`src/rtl/md_issue_pkg.sv`:
```
`default_nettype none
// ============================================================================
//  Module      : md_issue_pkg
//  Description : Shared constants, types and the RV32M decode helper for the
//                mul/div issue stage.
//  Revision    : 1.0  initial release
// ============================================================================
package md_issue_pkg;

  // Register address width (x0..x127)
  localparam int ADDR_W = 7;

  // RV32M funct3 encodings
  localparam logic [2:0] F3_MUL    = 3'd0;
  localparam logic [2:0] F3_MULH   = 3'd1;
  localparam logic [2:0] F3_MULHSU = 3'd2;
  localparam logic [2:0] F3_MULHU  = 3'd3;
  localparam logic [2:0] F3_DIV    = 3'd4;
  localparam logic [2:0] F3_DIVU   = 3'd5;
  localparam logic [2:0] F3_REM    = 3'd6;
  localparam logic [2:0] F3_REMU   = 3'd7;

  // mul/div unit function codes
  localparam logic [7:0] FN_IDLE = 8'h00;
  localparam logic [7:0] FN_MACL = 8'h1C;
  localparam logic [7:0] FN_MACH = 8'h1D;
  localparam logic [7:0] FN_DIVQ = 8'h1E;
  localparam logic [7:0] FN_DIVR = 8'h1F;

  // control2 = {mac_init, rs1_sign, rs2_sign}
  localparam int C2_MAC_INIT = 2;
  localparam int C2_RS1_SIGN = 1;
  localparam int C2_RS2_SIGN = 0;

  typedef struct packed {
    logic [7:0] fn;
    logic [2:0] control2;
    logic       is_div;
  } md_dec_t;

  // Map an RV32M funct3 onto the mul/div unit's fn / control2 pair.
  // is_div marks every op that occupies a divider result-FIFO slot.
  function automatic md_dec_t md_decode(input logic [2:0] funct3);
    md_dec_t d;
    d.fn       = FN_IDLE;
    d.control2 = 3'b000;
    d.is_div   = 1'b0;
    case (funct3)
      F3_MUL: begin
        d.fn = FN_MACL;
        d.control2[C2_MAC_INIT] = 1'b1;
      end
      F3_MULH: begin
        d.fn = FN_MACH;
        d.control2[C2_MAC_INIT] = 1'b1;
        d.control2[C2_RS1_SIGN] = 1'b1;
        d.control2[C2_RS2_SIGN] = 1'b1;
      end
      F3_MULHSU: begin
        d.fn = FN_MACH;
        d.control2[C2_MAC_INIT] = 1'b1;
        d.control2[C2_RS1_SIGN] = 1'b1;
      end
      F3_MULHU: begin
        d.fn = FN_MACH;
        d.control2[C2_MAC_INIT] = 1'b1;
      end
      F3_DIV: begin
        d.fn     = FN_DIVQ;
        d.is_div = 1'b1;
        d.control2[C2_RS1_SIGN] = 1'b1;
        d.control2[C2_RS2_SIGN] = 1'b1;
      end
      F3_DIVU: begin
        d.fn     = FN_DIVQ;
        d.is_div = 1'b1;
      end
      F3_REM: begin
        d.fn     = FN_DIVR;
        d.is_div = 1'b1;
        d.control2[C2_RS1_SIGN] = 1'b1;
        d.control2[C2_RS2_SIGN] = 1'b1;
      end
      F3_REMU: begin
        d.fn     = FN_DIVR;
        d.is_div = 1'b1;
      end
      default: ;
    endcase
    return d;
  endfunction

endpackage
`default_nettype wire

```
`src/rtl/md_scoreboard.sv`:
```
`default_nettype none
// ============================================================================
//  Module      : md_scoreboard
//  Description : Destination scoreboard for the mul/div unit. Tracks pending
//                destinations, which of them are divides, the number of
//                outstanding divides, and flags writebacks to idle registers.
//                Build option MD_WB_BYPASS_EN lets a same-cycle writeback
//                clear its address for the hazard lookup.
//  Revision    : 1.0  initial release
// ============================================================================
module md_scoreboard
  import md_issue_pkg::*;
#(
  parameter int NREG    = 128,
  parameter int MAX_DIV = 8
) (
  input  logic              clk,
  input  logic              reset,
  input  logic [ADDR_W-1:0] rs1_add_i,
  input  logic [ADDR_W-1:0] rs2_add_i,
  input  logic [ADDR_W-1:0] rd_add_i,
  input  logic              set_i,
  input  logic              set_div_i,
  input  logic              wb_en_i,
  input  logic [ADDR_W-1:0] wb_add_i,
  output logic              hazard_o,
  output logic              div_full_o,
  output logic              sb_err_o
);

  localparam logic [3:0] DIV_LIMIT = 4'(MAX_DIV);

  logic [NREG-1:0] pend_q,  pend_d;
  logic [NREG-1:0] isdiv_q, isdiv_d;
  logic [3:0]      div_cnt_q, div_cnt_d;
  logic            sb_err_q, sb_err_d;

  logic [NREG-1:0] wb_clear_mask;
  logic [NREG-1:0] pend_view;
  logic            div_inc;
  logic            div_dec;

`ifdef MD_WB_BYPASS_EN
  assign wb_clear_mask = wb_en_i ? ({{(NREG-1){1'b0}}, 1'b1} << wb_add_i) : '0;
`else
  assign wb_clear_mask = '0;
`endif

  // Bitmap seen by the hazard lookup (bypass removes the retiring address)
  assign pend_view = pend_q & ~wb_clear_mask;

  assign hazard_o = ((|rs1_add_i) & pend_view[rs1_add_i])
                  | ((|rs2_add_i) & pend_view[rs2_add_i])
                  | ((|rd_add_i)  & pend_view[rd_add_i]);

  assign div_full_o = (div_cnt_q == DIV_LIMIT);
  assign sb_err_o   = sb_err_q;

  // Counter is saturated at both ends so it cannot wrap on misuse
  assign div_inc = set_i & set_div_i & (div_cnt_q != DIV_LIMIT);
  assign div_dec = wb_en_i & isdiv_q[wb_add_i] & (div_cnt_q != 4'd0);

  // Next-state: writeback clears first, issue sets last so a same-cycle
  // set and clear of one address leaves it pending.
  always_comb begin
    pend_d    = pend_q;
    isdiv_d   = isdiv_q;
    div_cnt_d = div_cnt_q;
    sb_err_d  = sb_err_q;
    if (wb_en_i) begin
      pend_d[wb_add_i]  = 1'b0;
      isdiv_d[wb_add_i] = 1'b0;
      if (!pend_q[wb_add_i]) begin
        sb_err_d = 1'b1;
      end
    end
    if (set_i && (rd_add_i != '0)) begin
      pend_d[rd_add_i]  = 1'b1;
      isdiv_d[rd_add_i] = set_div_i;
    end
    case ({div_inc, div_dec})
      2'b10:   div_cnt_d = div_cnt_q + 4'd1;
      2'b01:   div_cnt_d = div_cnt_q - 4'd1;
      default: div_cnt_d = div_cnt_q;
    endcase
  end

  // Scoreboard state registers
  always_ff @(posedge clk) begin
    if (reset) begin
      pend_q    <= '0;
      isdiv_q   <= '0;
      div_cnt_q <= 4'd0;
      sb_err_q  <= 1'b0;
    end else begin
      pend_q    <= pend_d;
      isdiv_q   <= isdiv_d;
      div_cnt_q <= div_cnt_d;
      sb_err_q  <= sb_err_d;
    end
  end

endmodule
`default_nettype wire

```
`src/rtl/md_issue.sv`:
```
`default_nettype none
// ============================================================================
//  Module      : md_issue
//  Description : Issue stage for the RV32M mul/div unit. Decodes funct3,
//                checks hazards against the destination scoreboard and
//                registers fn / control2 / operands / rd for the unit.
//                Build option MD_WB_BYPASS_EN forwards wb_data into the
//                operands and lets a dependent op issue in the writeback cycle.
//  Revision    : 1.0  initial release
// ============================================================================
module md_issue
  import md_issue_pkg::*;
#(
  parameter int NREG    = 128,
  parameter int MAX_DIV = 8
) (
  input  logic        clk,
  input  logic        reset,
  input  logic        pause,
  input  logic        in_valid,
  input  logic [2:0]  in_funct3,
  input  logic [6:0]  in_rs1_add,
  input  logic [6:0]  in_rs2_add,
  input  logic [6:0]  in_rd_add,
  input  logic [31:0] in_rs1,
  input  logic [31:0] in_rs2,
  input  logic        md_pause_next,
  input  logic        wb_en,
  input  logic [6:0]  wb_add,
  input  logic [31:0] wb_data,
  output logic        issue_stall,
  output logic [7:0]  md_fn,
  output logic [2:0]  md_control2,
  output logic [31:0] md_rs1,
  output logic [31:0] md_rs2,
  output logic [6:0]  md_rd_add,
  output logic        sb_err
);

  md_dec_t     dec;
  logic        hazard;
  logic        div_full;
  logic        accept;
  logic [31:0] rs1_val;
  logic [31:0] rs2_val;

  logic [7:0]  md_fn_q,   md_fn_d;
  logic [2:0]  md_c2_q,   md_c2_d;
  logic [31:0] md_rs1_q,  md_rs1_d;
  logic [31:0] md_rs2_q,  md_rs2_d;
  logic [6:0]  md_rd_q,   md_rd_d;

  assign dec = md_decode(in_funct3);

  assign issue_stall = in_valid & (hazard | md_pause_next | (dec.is_div & div_full));
  assign accept      = in_valid & ~issue_stall & ~pause;

`ifdef MD_WB_BYPASS_EN
  assign rs1_val = (wb_en && (wb_add == in_rs1_add) && (in_rs1_add != '0)) ? wb_data : in_rs1;
  assign rs2_val = (wb_en && (wb_add == in_rs2_add) && (in_rs2_add != '0)) ? wb_data : in_rs2;
`else
  logic unused_wb_data;
  assign unused_wb_data = ^wb_data;
  assign rs1_val = in_rs1;
  assign rs2_val = in_rs2;
`endif

  md_scoreboard #(
    .NREG    (NREG),
    .MAX_DIV (MAX_DIV)
  ) u_sb (
    .clk        (clk),
    .reset      (reset),
    .rs1_add_i  (in_rs1_add),
    .rs2_add_i  (in_rs2_add),
    .rd_add_i   (in_rd_add),
    .set_i      (accept),
    .set_div_i  (dec.is_div),
    .wb_en_i    (wb_en),
    .wb_add_i   (wb_add),
    .hazard_o   (hazard),
    .div_full_o (div_full),
    .sb_err_o   (sb_err)
  );

  // Output next-state: load on accept, hold while paused, else go idle
  always_comb begin
    md_fn_d  = md_fn_q;
    md_c2_d  = md_c2_q;
    md_rs1_d = md_rs1_q;
    md_rs2_d = md_rs2_q;
    md_rd_d  = md_rd_q;
    if (accept) begin
      md_fn_d  = dec.fn;
      md_c2_d  = dec.control2;
      md_rs1_d = rs1_val;
      md_rs2_d = rs2_val;
      md_rd_d  = in_rd_add;
    end else if (!pause) begin
      md_fn_d  = FN_IDLE;
      md_c2_d  = 3'b000;
    end
  end

  // Output registers toward the mul/div unit
  always_ff @(posedge clk) begin
    if (reset) begin
      md_fn_q  <= FN_IDLE;
      md_c2_q  <= 3'b000;
      md_rs1_q <= 32'd0;
      md_rs2_q <= 32'd0;
      md_rd_q  <= 7'd0;
    end else begin
      md_fn_q  <= md_fn_d;
      md_c2_q  <= md_c2_d;
      md_rs1_q <= md_rs1_d;
      md_rs2_q <= md_rs2_d;
      md_rd_q  <= md_rd_d;
    end
  end

  assign md_fn       = md_fn_q;
  assign md_control2 = md_c2_q;
  assign md_rs1      = md_rs1_q;
  assign md_rs2      = md_rs2_q;
  assign md_rd_add   = md_rd_q;

endmodule
`default_nettype wire

```
`config.mk`:
```
export PLATFORM = sky130hd
export DESIGN_NAME = md_issue
export DESIGN_NICKNAME = d
export VERILOG_FILES = /design/src/rtl/md_issue_pkg.sv /design/src/rtl/md_scoreboard.sv /design/src/rtl/md_issue.sv
export SDC_FILE = /design/constraint.sdc
export NUM_CORES = 1
export LEC_CHECK = 0
export CAP_MARGIN = 20
export CORE_UTILIZATION = 62
export DETAILED_ROUTE_END_ITERATION = 7
export PLACE_DENSITY = 0.87
export SLEW_MARGIN = 10
export SYNTH_ARGS = -nofsm -noshare
export SYNTH_HDL_FRONTEND = slang
export SYNTH_SLANG_ARGS = --single-unit
```
`constraint.sdc`:
```
create_clock -name clk -period 10.5 [get_ports clk]
set_input_delay 1.575 -clock clk [delete_from_list [all_inputs] [get_ports clk]]
set_output_delay 1.575 -clock clk [all_outputs]
set_load 0.01 [all_outputs]
```
# After elaboration in Yosys (flattened, before gate mapping)

Cells that the tools add are included.

Register bits after elaboration: 343
Input bits: 133
Output and inout bits: 84
Word-level logic and storage cells: 98

Add/subtract/negate cells: 2
Order comparisons: 6
Equal/unequal tests: 12
Muxes and demuxes: 29
Bitwise operators: 22
Reductions and logical operators: 18

Operators with widths:

| cell                  | count |
|---|---|
| $mux W128             | 4 |
| $and A128 B128 Y128   | 2 |
| $bwmux W128           | 1 |
| $not A128 Y128        | 1 |
| $or A128 B128 Y128    | 1 |
| $bmux W1 S7           | 5 |
| $lt A7 B8 Y1 const B  | 4 |
| $pmux W8 S4           | 1 |
| $reduce_or A7 Y1      | 3 |
| $mux W8               | 2 |
| $demux W1 S7          | 2 |
| $ge A7 B1 Y1 const B  | 2 |
| $eq A3 B3 Y1 const B  | 4 |
| $reduce_or A4 Y1      | 3 |
| $and A1 B1 Y1         | 11 |
| $mux W1               | 11 |
| $pmux W4 S2           | 1 |
| $reduce_bool A7 Y1    | 1 |
| $eq A3 B2 Y1 const B  | 2 |
| $mux W3               | 2 |
| $reduce_or A3 Y1      | 2 |
| $add A4 B1 Y4 const B | 1 |
| $eq A4 B4 Y1 const B  | 1 |
| $ne A4 B4 Y1 const B  | 1 |
| other kinds (13)      | 21 |

# Logic depth before layout (Yosys ltp)

Depth after elaboration: 15
Depth in mapped cells: 20
Mapped depth without buffers: 15

# Hierarchy

A second synthesis with hierarchy kept.

Cells, all modules: 2,256
Area total of the unflattened synthesis: 18,975.7 µm²

By module, submodules not included:

| module        | times used | cells an instance | area an instance (µm²) |
|---|---|---|---|
| md_scoreboard | 1          | 1,885             | 15,670.0 |
| md_issue      | 1          | 371               | 3,305.7 |

# Least setup slack after synthesis

OpenSTA, ideal clock, no wires.

Path kind: input port to output port
Start: in in_rs1_add[0]
End: out issue_stall
Data arrival time: 4.259 ns
Required time: 8.925 ns
Setup slack: 4.666 ns
Stages on the path: 12
Cells stage by stage: buf_2 > buf_6 > buf_2 > buf_2 > mux4_2 > a31oi_1 > a211oi_1 > a211oi_2 > buf_2 > buf_2 > o21ai_0 > and2_1

Longest elaborated chain between the ends: 8
Elaborated cells on any way between the ends: 9
Those cells by class: mux: 2; bitwise: 6; reduce/logical: 1

Ends and longest elaborated chain:

| what                          | line                | source |
|---|---|---|
| start: declaration            | md_issue.sv:22      | `input logic [6:0] in_rs1_add,` |
| $bmux W1 S7                   | md_scoreboard.sv:52 | `assign hazard_o = ((\|rs1_add_i) & pend_view[rs1_add_i])` |
| $mux W1 (implied by the code) | md_scoreboard.sv:52 |  |
| $and A1 B1 Y1 *               | md_scoreboard.sv:52 |  |
| $or A1 B1 Y1 *                | md_scoreboard.sv:53 | `\| ((\|rs2_add_i) & pend_view[rs2_add_i])` |
| $or A1 B1 Y1 *                | md_scoreboard.sv:54 | `\| ((\|rd_add_i) & pend_view[rd_add_i]);` |
| $or A1 B1 Y1 * (2 in a row)   | md_issue.sv:55      | `assign issue_stall = in_valid & (hazard \| md_pause_next \| (dec.is_div & div_full));` |
| $and A1 B1 Y1 *               | md_issue.sv:55      |  |
| end: declaration              | md_issue.sv:31      | `output logic issue_stall,` |

Mark *: on every way between the ends. The rest lies on a longest branch, timed or not. The select of a mux whose other input is x is not followed.

# Worst setup path after layout

Start: in in_rd_add[1]
End: out issue_stall

Longest elaborated chain between the ends: 7
Elaborated cells on any way between the ends: 8
Those cells by class: mux: 2; bitwise: 5; reduce/logical: 1

Ends and longest elaborated chain:

| what                          | line                | source |
|---|---|---|
| start: declaration            | md_issue.sv:24      | `input logic [6:0] in_rd_add,` |
| $bmux W1 S7                   | md_scoreboard.sv:54 |  |
| $mux W1 (implied by the code) | md_scoreboard.sv:54 |  |
| $and A1 B1 Y1 *               | md_scoreboard.sv:54 |  |
| $or A1 B1 Y1 *                | md_scoreboard.sv:54 |  |
| $or A1 B1 Y1 * (2 in a row)   | md_issue.sv:55      |  |
| $and A1 B1 Y1 *               | md_issue.sv:55      |  |

Marked as above.

==> summary.log <==
[global_routing] largest net degree at the start of global routing 137
[pwr] Leakage Power 8.59 nW
[placement] count of input and output buffers 181
[global_routing] routing usage on met1 54.6%
[setup_path] maximum fanout along the worst path 62
[placement] number of instances in the placed design 2656
[setup_path] Worst Path Required 8.93 ns
[cells_and_area] Filler cells 2183
[setup_path] Setup CP Type input pin to output pin
[sta] clock period minus final worst setup slack 8.00 ns
[cts] clock sink count 338
[cts] number of gates resized after CTS 0
[floorplan] Cell Rows 64
[cts] number of buffers inserted to repair setup after CTS 0
[pwr] fraction of power consumed by the clock network 44.1%
[cells_and_area] Storage cell area 0.00677 sq mm
[synth] average footprint of a synthesized cell 8.69 sq um
[sta] normalized max-slew margin 15.2%
[synth] flip-flop and latch count after synthesis 338
[pwr] portion of total power attributed to sequential cells 44.2%
[pwr] Gate power share 11.7%
[detailed_routing] vias per cell 7.32
[detailed_routing] Pre-antenna DRT Iters 8
[synth] unique cell type count in the Yosys netlist 66
[cells_and_area] Finished Cell Area 0.0226 sq mm
[cells_and_area] Final Non-Filler Cells 2727
[sta] Fmax achieved 0.125 GHz
[cells_and_area] area of the multi-input gates 0.0120 sq mm
[floorplan] height of the die 180 um
[cts] H-tree depth 2
[setup_path] delay of the slowest cell on the worst path 0.90 ns
[setup_path] setup slack on the worst flop-to-flop path 5.34 ns
[detailed_routing] wire length per cell after detailed routing 26.9 um
[global_routing] total grt overflow 0
[synth] Warnings, synthesis 0
[synth] netlist area before placement 0.0196 sq mm
[status] result of the run complete, but fails checks
[pwr] switching power share of the total 26.7%
[detailed_routing] total number of vias 20000
[synth] largest area contributor in the synthesized netlist sky130_fd_sc_hd__dfxtp_1
[floorplan] floorplan die area 0.0324 sq mm
[setup_path] CP cell instances clkdlybuf4s50_1 -> buf_4 -> nor2b_1 -> buf_4 -> a22oi_1 -> nand3_1 -> nand4_1 -> a2111oi_0 -> and4_4 -> o21ai_0 -> and2_1 -> clkdlybuf4s50_1
[cells_and_area] commonest cells after routing, fill and taps aside 338 x sky130_fd_sc_hd__dfxtp_1, 302 x sky130_fd_sc_hd__nand2_1, 274 x sky130_fd_sc_hd__mux2i_1
[synth] synthesized netlist cell count 2262
[global_routing] GR peak layer met2
[cells_and_area] synthesis-to-layout area growth 15.1%
[global_routing] vias in the first global route 19100
[status] violated checks DRC
[cts] insertion delay of the later-clocked pin in the worst-skew pair 0.55 ns
[sta] RSZ-0062 raised after global routing no
[synth] asr flop ratio synth 0%
[floorplan] Die Width 180 um
[cts] clock-pin slew on the worst setup and hold paths 0.05 ns
[min_path] Hold/Removal Path Class register to register
[synth] Primary FF master, synth sky130_fd_sc_hd__dfxtp_1
[global_routing] GR Layer Usage met2 64.9%
[sta] largest clock skew in the final design 0.0216 ns
[setup_path] kind of cell adding the most delay to the critical path simple AND/OR/NAND/NOR gates
[setup_path] combined buffer and inverter count along the critical path 4
[sta] final total negative setup slack 0 ns
[cts] Post-CTS Hold Fix Bufs 0
[setup_path] FF-to-FF path depth 16
[sta] Finish-stage setup viols 0
[pwr] design internal power 0.00215 W
[setup_path] worst-path cell with the longest stage delay sky130_fd_sc_hd__nor2b_1
[floorplan] area inside the core boundary 0.0309 sq mm
[detailed_routing] number of remaining DRC errors 1
[cts] Longest Clk Path Bufs 3
[cells_and_area] leading cell type in the layout, fill and taps excluded sky130_fd_sc_hd__dfxtp_1
[cts] CTS tree yes
[sta] post-route fraction of the period consumed by the critical path 76.2%
[global_routing] GR Layer Usage met3 13.2%
[job] # Max-Cap Violations 0
[sta] number of pins with negative max-slew slack in the final report 0
[cells_and_area] final layout net count 2440
[cells_and_area] layout cell share with drive strength beyond 1 7.68%
[setup_path] kind of capture point of the worst setup path output pin
[sta] hold violation total from the final report 0
[placement] placed standard-cell area 0.0213 sq mm
[setup_path] arrival time of the worst setup path 6.43 ns
[synth] register area share after synthesis 34.4%
[global_routing] global-route usage over all layers 43.6%
[synth] share of the synthesized area in the top cell type 34.4%
[global_routing] wire length of the first global-routing pass 110 mm
[min_path] number of instances on the worst hold path 1
[global_routing] initial antenna violation count 6
[sta] slew at the pin with the worst max-slew slack 1.27 ns
[setup_path] startpoint types input pin
[floorplan] num ports 217
[synth] cell types occupying the most area after synthesis sky130_fd_sc_hd__dfxtp_1 34%, sky130_fd_sc_hd__mux2i_1 14%, sky130_fd_sc_hd__mux4_2 6.1%, sky130_fd_sc_hd__nand2_1 5.8%, sky130_fd_sc_hd__nand3b_1 5.2%
[placement] GPL Wtd Cong 1.05
[pwr] Max IR drop VDD 105 uV
[setup_path] start of the worst register-to-register path u_sb.pend_q[117]
[placement] Detailed Place HPWL 46.3 mm
[min_path] endpoint of the worst hold-timing path u_sb.isdiv_q[0]
[setup_path] Worst R2R End u_sb.div_cnt_q[3]
[pwr] switching power summed over all nets 0.000783 W
[synth] EDFF count, synth 0
[cts] CTS Root Cell sky130_fd_sc_hd__clkbuf_16
[cts] CTS Buf Count 36
[detailed_routing] Final Routed Wirelength 73.3 mm
[min_path] startpoint of the most critical hold path u_sb.isdiv_q[0]
[floorplan] initial core utilization 63.6%
[pwr] total power 0.00293 W
[pwr] Power Dens Cells 130 mW/mm^2
[detailed_routing] initial DRC count 3203
[detailed_routing] Routed Antenna Nets 0
## registers in the layout (all words and copies together), names as in the netlist
register	flops
u_sb.isdiv_q	128
md_rd_add	7
u_sb.div_cnt_q	4
u_sb.pend_q	128
md_control2	3
md_rs2	32
md_rs1	32
md_fn	3
u_sb.sb_err_o	1
## area by class of cell
| type | count | share of cell area, % |
|---|---|---|
| Antenna cell | 1 | 0.0111 |
| Clock buffer | 52 | 4.38 |
| Clock inverter | 13 | 0.764 |
| Inverter | 13 | 0.216 |
| Multi-Input combinational cell | 1693 | 52.9 |
| Sequential cell | 338 | 29.9 |
| Tap cell | 396 | 2.19 |
| Timing Repair Buffer | 221 | 9.63 |
## synth_stat cells, drive strengths merged (14+ instances only)
library cell	n
mux2i	274
and2	17
nand2b	149
and3	15
nand2	302
a22oi	119
a21oi	144
dfxtp	338
clkbuf	153
a22o	19
nand4	115
nor2	84
mux4	53
nand3b	136
mux2	14
a221oi	23
nor3	35
nand3	58
buf	67
## cells by family (layout without fill, tap and decap cells)
| group | after synthesis | after routing | share of synthesized area [%] |
|---|---|---|---|
| DFF | 338 | 338 | 34.4 |
| xor gates and xnor gates | 4 | 4 | 0.178 |
| adders and majority gates | 4 | 4 | 0.293 |
| AOI/OAI and AO/OA | 385 | 385 | 13.2 |
| and+or+nand+nor | 956 | 956 | 26.1 |
| buffers and inverters | 233 | 299 | 4.98 |
| other | 1 | 4 | 0.0191 |
| muxes | 341 | 341 | 20.8 |
## how the worst max path moves through the flow
stage	startpoint	endpoint	cells past startpoint
after CTS	in_rd_add[1]	issue_stall	12
after detailed placement	in_rd_add[1]	issue_stall	12
after global placement	in_rd_add[1]	issue_stall	12
after floorplan	in_rs1_add[0]	issue_stall	12
after global routing	in_rd_add[1]	issue_stall	12
final	in_rd_add[1]	issue_stall	12
## per-stage QoR
| step | setup slack, ns | hold WS [ns] | utilization, % |
|---|---|---|---|
| floorplan | 4.67 | 0.430 | - |
| global placement | 2.77 | 0.445 | 69.0 |
| detailed placement | 2.69 | 0.451 | 69.0 |
| CTS | 2.66 | 0.468 | 72.8 |
| global route | 2.41 | 0.496 | 73.2 |
| finish | 2.50 | 0.471 | 73.2 |
## power groups by stage
| stage | logic, W | clock network [W] | registers (W) |
|---|---|---|---|
| 2_1_floorplan | 0.000190 | 0 | 0.00133 |
| 3_3_place_gp | 0.000318 | 0 | 0.00132 |
| 3_5_place_dp | 0.000321 | 0 | 0.00132 |
| 4_1_cts | 0.000324 | 0.00129 | 0.00130 |
| 5_1_grt | 0.000349 | 0.00134 | 0.00130 |
| 6_report | 0.000343 | 0.00129 | 0.00130 |
## routing by layer
metal	vias up	share of wire, %
met3	473	15
li1	8398	-
met2	1811	42
met1	9276	35
met4	8	7.5
met5	-	0.078
(Power assumes the default switching activity.)
